`src/rtl/ex_result_stage.sv`:
```
// ex_result_stage: execute-to-memory boundary register.
// Registers each ALU result with its rewrite (overflow -> rstatus write),
// resolves bne/blt into a one-cycle redirect pulse, and hands entries to the
// memory stage over a valid/ready link.
// Build option: define STAGE_SKID_EN for a two-slot skid buffer with a
// registered in_ready; otherwise a single slot with a combinational in_ready.
//
// Handshake: an entry moves on a side when that side's valid and ready are both
// high at a rising clock edge; a presented output (out_valid=1) holds all out_*
// values until out_ready or flush retires it.
module ex_result_stage #(
    parameter int PC_W        = 32,
    parameter int RSTATUS_REG = 30
) (
    input  logic            clock,
    input  logic            reset,
    input  logic            flush,
    input  logic            in_valid,
    output logic            in_ready,
    input  logic [2:0]      in_kind,
    input  logic [4:0]      in_aluop,
    input  logic [31:0]     in_result,
    input  logic            in_overflow,
    input  logic            in_ne,
    input  logic            in_lt,
    input  logic [4:0]      in_rd,
    input  logic [PC_W-1:0] in_target,
    output logic            out_valid,
    input  logic            out_ready,
    output logic [31:0]     out_result,
    output logic [4:0]      out_rd,
    output logic            out_we,
    output logic            out_exc,
    output logic            redirect_valid,
    output logic [PC_W-1:0] redirect_target
);

    localparam logic [4:0] RSTATUS_RD = 5'(RSTATUS_REG);

    typedef struct packed {
        logic [31:0] result;
        logic [4:0]  rd;
        logic        we;
        logic        exc;
    } entry_t;

    entry_t          entry_d;
    logic            taken_d;
    logic            accept;
    logic            pop;
    entry_t          head_q;
    logic            out_valid_q;
    logic            redirect_valid_q;
    logic [PC_W-1:0] redirect_target_q;

    // Decode the incoming entry: write enable, overflow rewrite, branch outcome.
    always_comb begin
        entry_d.result = in_result;
        entry_d.rd     = in_rd;
        entry_d.we     = 1'b0;
        entry_d.exc    = 1'b0;
        taken_d        = 1'b0;
        case (in_kind)
            3'd0: begin
                entry_d.we = 1'b1;
                if (in_overflow && in_aluop == 5'b00000) begin
                    entry_d.result = 32'd1;
                    entry_d.rd     = RSTATUS_RD;
                    entry_d.exc    = 1'b1;
                end else if (in_overflow && in_aluop == 5'b00001) begin
                    entry_d.result = 32'd3;
                    entry_d.rd     = RSTATUS_RD;
                    entry_d.exc    = 1'b1;
                end
            end
            3'd1: begin
                entry_d.we = 1'b1;
                if (in_overflow) begin
                    entry_d.result = 32'd2;
                    entry_d.rd     = RSTATUS_RD;
                    entry_d.exc    = 1'b1;
                end
            end
            3'd2: taken_d = in_ne;
            3'd3: taken_d = in_lt;
            3'd4: entry_d.we = 1'b1;
            default: ;
        endcase
    end

    assign accept = in_valid & in_ready;
    assign pop    = out_valid_q & out_ready;

    // Redirect pulse for the cycle after a taken branch is accepted; target sticks.
    always_ff @(posedge clock or posedge reset) begin
        if (reset) begin
            redirect_valid_q  <= 1'b0;
            redirect_target_q <= '0;
        end else begin
            redirect_valid_q <= accept & taken_d & ~flush;
            if (accept & taken_d & ~flush) begin
                redirect_target_q <= in_target;
            end
        end
    end

`ifdef STAGE_SKID_EN
    typedef enum logic [1:0] {S_EMPTY, S_ONE, S_FULL} state_t;

    state_t state_q;
    entry_t slot1_q;
    logic   in_ready_q;

    // Two-slot FIFO: head_q is presented, slot1_q holds the skid entry.
    always_ff @(posedge clock or posedge reset) begin
        if (reset) begin
            state_q     <= S_EMPTY;
            head_q      <= '0;
            slot1_q     <= '0;
            out_valid_q <= 1'b0;
            in_ready_q  <= 1'b1;
        end else if (flush) begin
            state_q     <= S_EMPTY;
            out_valid_q <= 1'b0;
            in_ready_q  <= 1'b1;
        end else begin
            case (state_q)
                S_EMPTY: begin
                    if (accept) begin
                        head_q      <= entry_d;
                        state_q     <= S_ONE;
                        out_valid_q <= 1'b1;
                    end
                end
                S_ONE: begin
                    if (accept && !pop) begin
                        slot1_q    <= entry_d;
                        state_q    <= S_FULL;
                        in_ready_q <= 1'b0;
                    end else if (!accept && pop) begin
                        state_q     <= S_EMPTY;
                        out_valid_q <= 1'b0;
                    end else if (accept && pop) begin
                        head_q <= entry_d;
                    end
                end
                S_FULL: begin
                    if (pop) begin
                        head_q     <= slot1_q;
                        state_q    <= S_ONE;
                        in_ready_q <= 1'b1;
                    end
                end
                default: begin
                    state_q     <= S_EMPTY;
                    out_valid_q <= 1'b0;
                    in_ready_q  <= 1'b1;
                end
            endcase
        end
    end

    assign in_ready = in_ready_q;
`else
    typedef enum logic {S_EMPTY, S_ONE} state_t;

    state_t state_q;

    // Single slot: refill in the same cycle the held entry leaves.
    always_ff @(posedge clock or posedge reset) begin
        if (reset) begin
            state_q     <= S_EMPTY;
            head_q      <= '0;
            out_valid_q <= 1'b0;
        end else if (flush) begin
            state_q     <= S_EMPTY;
            out_valid_q <= 1'b0;
        end else begin
            case (state_q)
                S_EMPTY: begin
                    if (accept) begin
                        head_q      <= entry_d;
                        state_q     <= S_ONE;
                        out_valid_q <= 1'b1;
                    end
                end
                default: begin
                    if (accept) begin
                        head_q <= entry_d;
                    end else if (pop) begin
                        state_q     <= S_EMPTY;
                        out_valid_q <= 1'b0;
                    end
                end
            endcase
        end
    end

    assign in_ready = ~out_valid_q | out_ready;
`endif

    assign out_valid       = out_valid_q;
    assign out_result      = head_q.result;
    assign out_rd          = head_q.rd;
    assign out_we          = head_q.we;
    assign out_exc         = head_q.exc;
    assign redirect_valid  = redirect_valid_q;
    assign redirect_target = redirect_target_q;

endmodule

```
`config.mk`:
```
export PLATFORM = sky130hd
export DESIGN_NAME = ex_result_stage
export DESIGN_NICKNAME = d
export VERILOG_FILES = /design/src/rtl/ex_result_stage.sv
export SDC_FILE = /design/constraint.sdc
export NUM_CORES = 1
export LEC_CHECK = 0
export BUFFER_PORTS_ARGS = -buffer_cell sky130_fd_sc_hd__buf_2
export CAP_MARGIN = 20
export CORE_UTILIZATION = 44
export CTS_CLUSTER_DIAMETER = 40
export CTS_CLUSTER_SIZE = 25
export DETAILED_ROUTE_END_ITERATION = 10
export PLACE_DENSITY = 0.78
export REMOVE_ABC_BUFFERS = 1
export SYNTH_ARGS = -nofsm -noshare
export SYNTH_HDL_FRONTEND = slang
export SYNTH_SLANG_ARGS = --single-unit
```
`constraint.sdc`:
```
create_clock -name clock -period 2.5 [get_ports clock]
set_clock_uncertainty 0.1 [all_clocks]
set_input_delay 0.25 -clock clock [delete_from_list [all_inputs] [get_ports clock]]
set_output_delay 0.25 -clock clock [all_outputs]
set_load 0.005 [all_outputs]
```
==> flow_summary.yaml, run 1 <==
timing:
  finalCriticalPeriod_ns: 1.92
  finalHoldViolCount: 0
  relSlewSlack_pct: 57.2
  slew_violations: 0
  fmax_mhz: 520
  rsz0062_at_grt: "no"
  min_period_over_period_pct: 76.9
  finalSetupViolations: 0
  fin_tns_setup_ns: 0
  worst_pin_slew_ns: 0.641
setup_path:
  critPathMaxStageDelay_ns: 0.42
  startpoint_type: "flip-flop"
  r2r-start: "out_valid"
  endpoint_kind: "flip-flop"
  crit_type: "reg -> reg"
  cp.required_ns: 2.60
  critical_path.max_fanout: 33
  crit_family: "simple AND/OR/NAND/NOR gates"
  critical_path_buf_inv_count: 1
  path_cells: "nand2b_2 -> nand3b_4 -> nor4b_4 -> buf_4 -> mux2_2"
  cp_slowest_cell: "dfrtp_1"
  cp.depth: 5
  worstPathArrival_ns: 2.02
  r2r_end: "redirect_target[5]"
  rr_worst_depth: 5
  rrSetupSlack_ns: 0.58
global_route:
  antenna_found_initial: 0
  use_met1_pct: 22.0
  grt_overflow: 0
  grt_usage_pct: 19.1
  grtUsageMet3_pct: 4.51
  busiest_layer: "met2"
  grt_pass1_vias: 2145
  use_met2_pct: 33.5
  grt_max_degree: 40
  grt_pass1_wl_mm: 9.39
min_path:
  hold_start: "in_rd[1]"
  holdPathStages: 2
  hold_path.class: "in -> reg"
  hold_path_end: "out_rd[1]"
clock_tree:
  cts_tree: "done"
  clk_pin_slew_ns: 0.08
  numCtsBuffers: 9
  clock-root-buffer: "clkbuf_8"
  h-tree-depth: 3
  cts_setup_buffers: 0
  clock_latency_ns: 0.32
  cts_buffer_depth: 2
  clock_sinks: 74
logic_synthesis:
  synth_cells: 182
  synth.largest_area_cell: "dfrtp_1"
  synth_edf_count: 0
  ys_warn_count: 0
  synthArstFlopShare_pct: 100
  synth_seq_cells: 74
  yosysSeqAreaShare_pct: 65.3
  synth_area_leaders: "dfrtp_1 (65%), mux2_2 (13%), a22o_1 (9.6%)"
  ys.flop_type: "dfrtp_1"
  syn-mean-instance-area_um2: 15.6
  synth.top_cell.area_share_pct: 65.3
  synth.distinct_cells: 27
  synth_area_um2: 2830
routing:
  wl_mm: 6.29
  drc: 0
  routed_via_density: 5.04
  drtAntennaViolNets: 0
  wl_per_cell_um: 14.7
  num_vias: 2151
  drt_iter0_drc: 30
  dr.pass1.iters: 4
placement:
  postPlaceCellArea_um2: 3680
  portBuffers: 158
  gp_routability_congestion: 0.737
  dpl.hpwl_mm: 4.60
pwr:
  p_leak_nw: 2.06
  ir_drop_v: 0.000433
  power_mw: 3.21
  power_density_nw_per_um2: 820
final_layout:
  n_antenna_cell: 0
  design_area_um2: 3920
  fin_util_pct: 64.7
  drive_above_1_share_pct: 61.9
  syn_to_final_growth_pct: 38.3
  final_cell_mix: "buf_2 (158), dfrtp_1 (74), mux2_2 (32)"
  layout_commonest_cell: "buf_2"
  fin_nets: 433
status:
  outcome: "completed"
floorplanning:
  ios: 159
  start_util_pct: 46.8
  fp.dieW_um: 82.3
  core.rowCount: 28
  die_height_um: 82.3
  core-area_um2: 6060
  dieArea_um2: 6770
job:
  maxCapViolations: 0
## flip-flops by register name, indices dropped and copies added (netlist names)
| register | count |
|---|---|
| redirect_valid | 1 |
| out_we | 1 |
| out_valid | 1 |
| state_q | 1 |
| redirect_target | 32 |
| out_result | 32 |
| out_exc | 1 |
| out_rd | 5 |
## worst register-to-register path, stage by stage, from the launching register on
cell	delay, ns
dfrtp_1	0.42
nand2b_2	0.12
nand3b_4	0.10
nor4b_4	0.25
buf_4	0.40
mux2_2	0.42
## how the worst max path moves through the flow
stage,start,to
after global routing,out_valid,redirect_target[5]
after detailed placement,out_ready,redirect_target[5]
after floorplan,out_valid,redirect_target[0]
after global placement,out_ready,redirect_target[8]
final,out_valid,redirect_target[5]
after CTS,out_valid,redirect_target[5]
## per-stage QoR
step	hold slack, ns	setup WS (ns)	cells
final	0.0312	0.576	427
after global routing	0.0198	0.473	427
after CTS	0.0176	0.562	427
after detailed placement	0.282	0.593	411
after global placement	0.267	0.647	411
after floorplan	0.216	-0.198	171
## repair_timing
item                                   CTS  global route
gates resized for setup                  0             0
hold buffers                             1             0
endpoints found under the hold margin   28             0
## where the power goes
group          switching, mW  internal, mW
clock network          0.414         0.611
registers              0.120          1.43
logic                  0.254         0.385
## synth_stat cells, types with 2 or more instances
cell type	instances
dfrtp_1	74
nand2_1	3
a21o_1	2
inv_1	3
mux2_2	32
a22o_1	31
mux2i_1	2
buf_6	6
o21ai_0	2
clkbuf_1	4
a211oi_1	2
a21oi_1	2
o22a_1	4
nor3b_2	2
## layer usage
metal / wire (µm) / vias up
met5: 0 / -
met4: 72 / 0
met3: 409 / 8
met2: 3170 / 90
met1: 2640 / 1047
li1: - / 1006
## kinds of logic after synthesis
logic type | count (synthesis) | synth area share (%)
flops | 74 | 65.3
buf+inv | 14 | 3.49
simple gates | 13 | 4.11
mux | 34 | 13.4
compound gates | 47 | 13.6
## area by class of cell
class	count	area (µm²)
clock buffers	11	151
clock inverters	4	75.1
fillers	486	2140
inverters	3	11.3
multi-input cells	94	883
flip-flops and latches	74	1850
well taps	75	93.8
repair buffers	166	853
Power figures use the tool's default switching activity.
==> run 2: changes to the inputs <==
Settings changed: ABC_AREA set to 1, CORE_UTILIZATION 44 to 45.
Clock period 2.5 ns to 1.96 ns, I/O delays scaled along.
==> run 2 against run 1 <==
Net effect: cell count up 52%; combinational power up 43%; final area up 19%; non-clock buffer count up 65; wire length up 39%; fmax up 8.2%; first-iteration DRC count rose to 4.2 times the previous value; core utilization up 8.6 points; hold slack worse by 0.015 ns; synthesized area up 5.3%; largest cell class unchanged.
==> flow_summary.yaml, run 2 <==
logic_synthesis:
  synth.top_cell.area_share_pct: 62.1
  synth_area_leaders: "dfrtp_1 (62%), nand2_1 (24%), nand2_2 (2.3%)"
  synth.largest_area_cell: "dfrtp_1"
  synthMostInstantiatedCell: "nand2_1"
  synthTopCellsByCount: "nand2_1 (194), dfrtp_1 (74), inv_1 (16)"
  yosysSeqAreaShare_pct: 62.1
  syn-mean-instance-area_um2: 8.78
  synthArstFlopShare_pct: 100
  synth.distinct_cells: 22
  synth_seq_cells: 74
  synth_edf_count: 0
  synth_area_um2: 2980
  synth_cells: 340
  ys.flop_type: "dfrtp_1"
  ys_warn_count: 0
clock_tree:
  numCtsBuffers: 9
  clk_pin_slew_ns: 0.08
  clock_latency_ns: 0.33
  h-tree-depth: 3
  cts_tree: "done"
  clock_sinks: 74
  clock-root-buffer: "clkbuf_8"
  cts_buffer_depth: 2
final_layout:
  drive_above_1_share_pct: 33.9
  regArea_um2: 1850
  multi_input_area_um2: 960
  fillers: 441
  design_area_um2: 4680
  syn_to_final_growth_pct: 56.9
  layout_commonest_cell: "nand2_1"
  fin_nets: 654
  n_antenna_cell: 0
  final_cell_mix: "nand2_1 (194), buf_2 (158), dfrtp_1 (74)"
  final-instance-count-excl-fill: 650
  fin_util_pct: 73.3
setup_path:
  worstPathArrival_ns: 1.90
  crit_type: "reg -> reg"
  critPathMaxStageDelay_ns: 0.42
  path_cells: "nand2_2 -> nand3_2 -> inv_2 -> nand2_2 -> clkinv_2 -> nand2_1 -> nand2_1"
  cp.required_ns: 2.08
  crit_family: "simple AND/OR/NAND/NOR gates"
  critical_path.max_fanout: 33
  endpoint_kind: "flip-flop"
  startpoint_type: "flip-flop"
  critical_path_buf_inv_count: 2
  cp_slowest_cell: "dfrtp_1"
timing:
  finalCriticalPeriod_ns: 1.78
  min_period_over_period_pct: 90.7
  slew_violations: 0
  finalSetupViolations: 0
  rsz0062_at_grt: "no"
  finalHoldViolCount: 0
  fin_tns_setup_ns: 0
  fmax_mhz: 563
  relSlewSlack_pct: 62.5
  worst_pin_slew_ns: 0.563
  whs_ns: 0.0164
floorplanning:
  dieArea_um2: 6960
  core.rowCount: 29
  die_height_um: 83.4
  ios: 159
  start_util_pct: 46.7
  core-area_um2: 6390
  fp.dieW_um: 83.4
status:
  outcome: "completed"
placement:
  dpl.hpwl_mm: 5.27
  dp_cells: 566
  gp_routability_congestion: 0.847
  portBuffers: 158
  postPlaceCellArea_um2: 3800
min_path:
  hold_path.class: "in -> reg"
routing:
  wl_per_cell_um: 13.5
  wl_mm: 8.76
  drt_iter0_drc: 127
  routed_via_density: 4.72
  dr.pass1.iters: 4
  drc: 0
  drtAntennaViolNets: 0
  num_vias: 3069
global_route:
  antenna_found_initial: 0
  grt_usage_pct: 26.7
  grt_pass1_vias: 3125
  grt_max_degree: 47
  grt_pass1_wl_mm: 14.5
  grt_overflow: 0
pwr:
  power_density_nw_per_um2: 858
  p_leak_nw: 2.71
  ir_drop_v: 0.000588
job:
  maxCapViolations: 0
run 2: cell types whose count changed in the layout (fill, tap and decap cells not counted), sizes merged, moves of 3 or more:
cell / change
nand2: +203
dlygate4sd3: +68
mux2: -32
a22o: -31
inv: +15
nor2: +11
o21bai: +4
o22a: -4
buf: -3
clkinv: +3
nand3: +3
run 2: kinds of logic (layout without fill, tap and decap cells):
kind of cell	count (synthesis)	count (layout)	synth area share [%]
AO/OA/AOI/OAI	10	10	2.10
buffers and inverters	32	265	5.79
flip-flops	74	74	62.1
AND/OR/NAND/NOR	224	224	30.1
run 2: timing repair:
| action | in CTS | in global routing |
|---|---|---|
| endpoints found under the hold margin | 142 | 0 |
| hold buffers | 69 | 0 |
| setup endpoints to repair | 0 | 21 |
| gates resized for setup | 0 | 1 |
| buffers inserted | 0 | 0 |
run 2: cell type report:
| cell class | instances | share of cell area [%] |
|---|---|---|
| repair buffers | 231 | 32.3 |
| clock inverters | 3 | 0.855 |
| inverters | 19 | 1.66 |
| multi-input cells | 234 | 20.5 |
| clock buffers | 12 | 3.10 |
| flip-flops and latches | 74 | 39.6 |
| well taps | 77 | 2.06 |
run 2: per-stage QoR:
step	total power, mW	setup WS [ns]
global route	4.26	0.0210
detailed placement	2.78	0.135
global placement	2.75	0.255
CTS	4.03	0.0936
finish	4.02	0.183
floorplan	2.31	-0.218
run 2: worst register-to-register path, stage by stage (launching register included):
cell	delay, ns
dfrtp_1	0.42
nand2_2	0.08
nand3_2	0.21
inv_2	0.12
nand2_2	0.10
clkinv_2	0.35
nand2_1	0.20
nand2_1	0.08
run 2: final timing paths:
kind,startpoint,endpoint,slack [ns],cells past startpoint
min in group asynchronous,reset,redirect_target[27],0.38,4
max,out_valid,redirect_target[4],0.18,7
min,in_target[4],redirect_target[4],0.02,3
max reg2reg,out_valid,redirect_target[4],0.18,7
min reg2reg,redirect_target[20],redirect_target[20],0.37,2
max in group asynchronous,reset,out_result[23],0.90,4
run 2: per-layer routing:
metal / routed length, µm / global-route usage [%] / part of all wire (%)
met1: 3460 / 31.5 / 39
met2: 4490 / 46.3 / 51
met3: 620 / 6.26 / 7.1
met4: 190 / 12.0 / 2.2
met5: 0 / 0 / 0
run 2: report_power, final:
part	internal (mW)	switching (mW)	total, mW
logic	0.477	0.438	0.915
registers	1.81	0.160	1.97
clock network	0.613	0.522	1.14
==> run 3: changes to the inputs <==
Settings changed: GPL_ROUTABILITY_DRIVEN set to 0, PLACE_DENSITY 0.78 to 0.87.
==> run 3 against run 2 <==
Net effect: non-clock buffer count is the same; critical path type is now in -> reg; highest routed layer unchanged; via count is 1.6% lower; core utilization up 0.24 points; largest cell class unchanged; first-iteration DRC count down 7.9%; clock-buffer cell count did not move; critical endpoint unchanged; combinational power hardly changed; critical path depth up 2; clock power about the same.
==> flow_summary.yaml, run 3 (synthesis gave the netlist of run 2 again) <==
floorplanning:
  fp.dieW_um: 83.4
  start_util_pct: 46.7
  die_height_um: 83.4
  dieArea_um2: 6960
  core.rowCount: 29
  ios: 159
  core-area_um2: 6390
setup_path:
  cp-startpoint: "flush"
  cp.required_ns: 2.07
  r2r-start: "out_valid"
  crit_top_cell: "nand2_1"
  critPathMaxStageDelay_ns: 0.52
  crit_type: "in -> reg"
  startpoint_type: "primary input"
  cp_slowest_cell: "dlygate4sd3_1"
  endpoint_kind: "flip-flop"
  crit_family: "buffers and inverters"
  worstPathArrival_ns: 1.86
  critical_path_buf_inv_count: 5
  critical_path.max_fanout: 33
  path_cells: "dlygate4sd3_1 -> buf_2 -> inv_1 -> nand3_2 -> inv_2 -> nand2_2 -> clkinv_2 -> nand2_1 -> nand2_1"
placement:
  dp_cells: 565
  postPlaceCellArea_um2: 3810
  portBuffers: 158
  dpl.hpwl_mm: 5.04
  pre_cts_ws_ns: 0.253
final_layout:
  syn_to_final_growth_pct: 57.4
  final_cell_mix: "nand2_1 (194), buf_2 (158), dfrtp_1 (74)"
  fin_nets: 654
  n_antenna_cell: 0
  layout_commonest_cell: "nand2_1"
  drive_above_1_share_pct: 33.7
  design_area_um2: 4700
  final-instance-count-excl-fill: 650
  fin_util_pct: 73.6
clock_tree:
  clock_sinks: 74
  clock_latency_ns: 0.33
  cts_buffer_depth: 2
  h-tree-depth: 3
  clk_pin_slew_ns: 0.08
  cts_tree: "done"
  numCtsBuffers: 9
  clock-root-buffer: "clkbuf_8"
routing:
  routed.top_layer: "met4"
  drt_iter0_drc: 117
  drtAntennaViolNets: 0
  wl_per_cell_um: 13.3
  num_vias: 3020
  routed-wl-met3_um: 562
  wl_mm: 8.64
  routed_via_density: 4.65
  dr.pass1.iters: 5
  m1WireLength_mm: 3.43
  wl_met2_mm: 4.42
  drc: 0
timing:
  finalHoldViolCount: 0
  finalSetupViolations: 0
  setup_ws_ns: 0.215
  finalCriticalPeriod_ns: 1.74
  whs_ns: 0.0480
  fmax_mhz: 573
  rsz0062_at_grt: "no"
  fin_tns_setup_ns: 0
  relSlewSlack_pct: 71.8
  min_period_over_period_pct: 89.0
  slew_violations: 0
  worst_pin_slew_ns: 0.422
global_route:
  grt_max_degree: 75
  grt_pass1_vias: 3099
  antenna_found_initial: 0
  grt_pass1_wl_mm: 14.1
  grt_usage_pct: 25.9
  grt_overflow: 0
pwr:
  p_leak_nw: 2.71
  power_density_nw_per_um2: 852
  ir_drop_v: 0.000496
  power_mw: 4.00
min_path:
  hold_path.class: "in -> reg"
  hold_start: "in_valid"
job:
  maxCapViolations: 0
status:
  outcome: "completed"
## run 3: worst min-delay path, delay by kind of cell
family          cells  cell delay (ns)
compound gates      2             0.14
buf+inv             1             0.11
## run 3: layer usage
| layer | vias to the layer above | GRT usage [%] |
|---|---|---|
| li1 | 1470 | - |
| met5 | - | 0 |
| met2 | 136 | 46.1 |
| met3 | 27 | 5.67 |
| met1 | 1387 | 29.6 |
| met4 | 0 | 12.2 |
## run 3: final timing paths
path / end / slack (ns) / depth (start not counted)
min: out_valid / 0.05 / 3
min reg2reg: out_result[27] / 0.37 / 2
min in group asynchronous: redirect_target[22] / 0.40 / 4
max reg2reg: redirect_target[4] / 0.26 / 7
max in group asynchronous: out_result[14] / 1.03 / 4
max: redirect_target[4] / 0.22 / 9
## run 3: power breakdown
group / switching, mW / total (mW) / internal (mW)
clock: 0.502 / 1.11 / 0.613
combinational: 0.439 / 0.918 / 0.480
sequential: 0.158 / 1.97 / 1.81
## run 3: timing repair
item,in CTS,in global routing
endpoints found under the setup margin,0,10
hold buffers,70,0
gates resized for setup,0,1
hold endpoints to repair,143,0
setup buffers,0,0
## run 3: area by class of cell
| class | count | area [µm²] |
|---|---|---|
| clock buffers | 12 | 145 |
| clock inverters | 3 | 40.0 |
| fillers | 410 | 1690 |
| inverters | 19 | 77.6 |
| multi-input cells | 234 | 960 |
| flip-flops and latches | 74 | 1850 |
| well taps | 77 | 96.3 |
| repair buffers | 231 | 1530 |
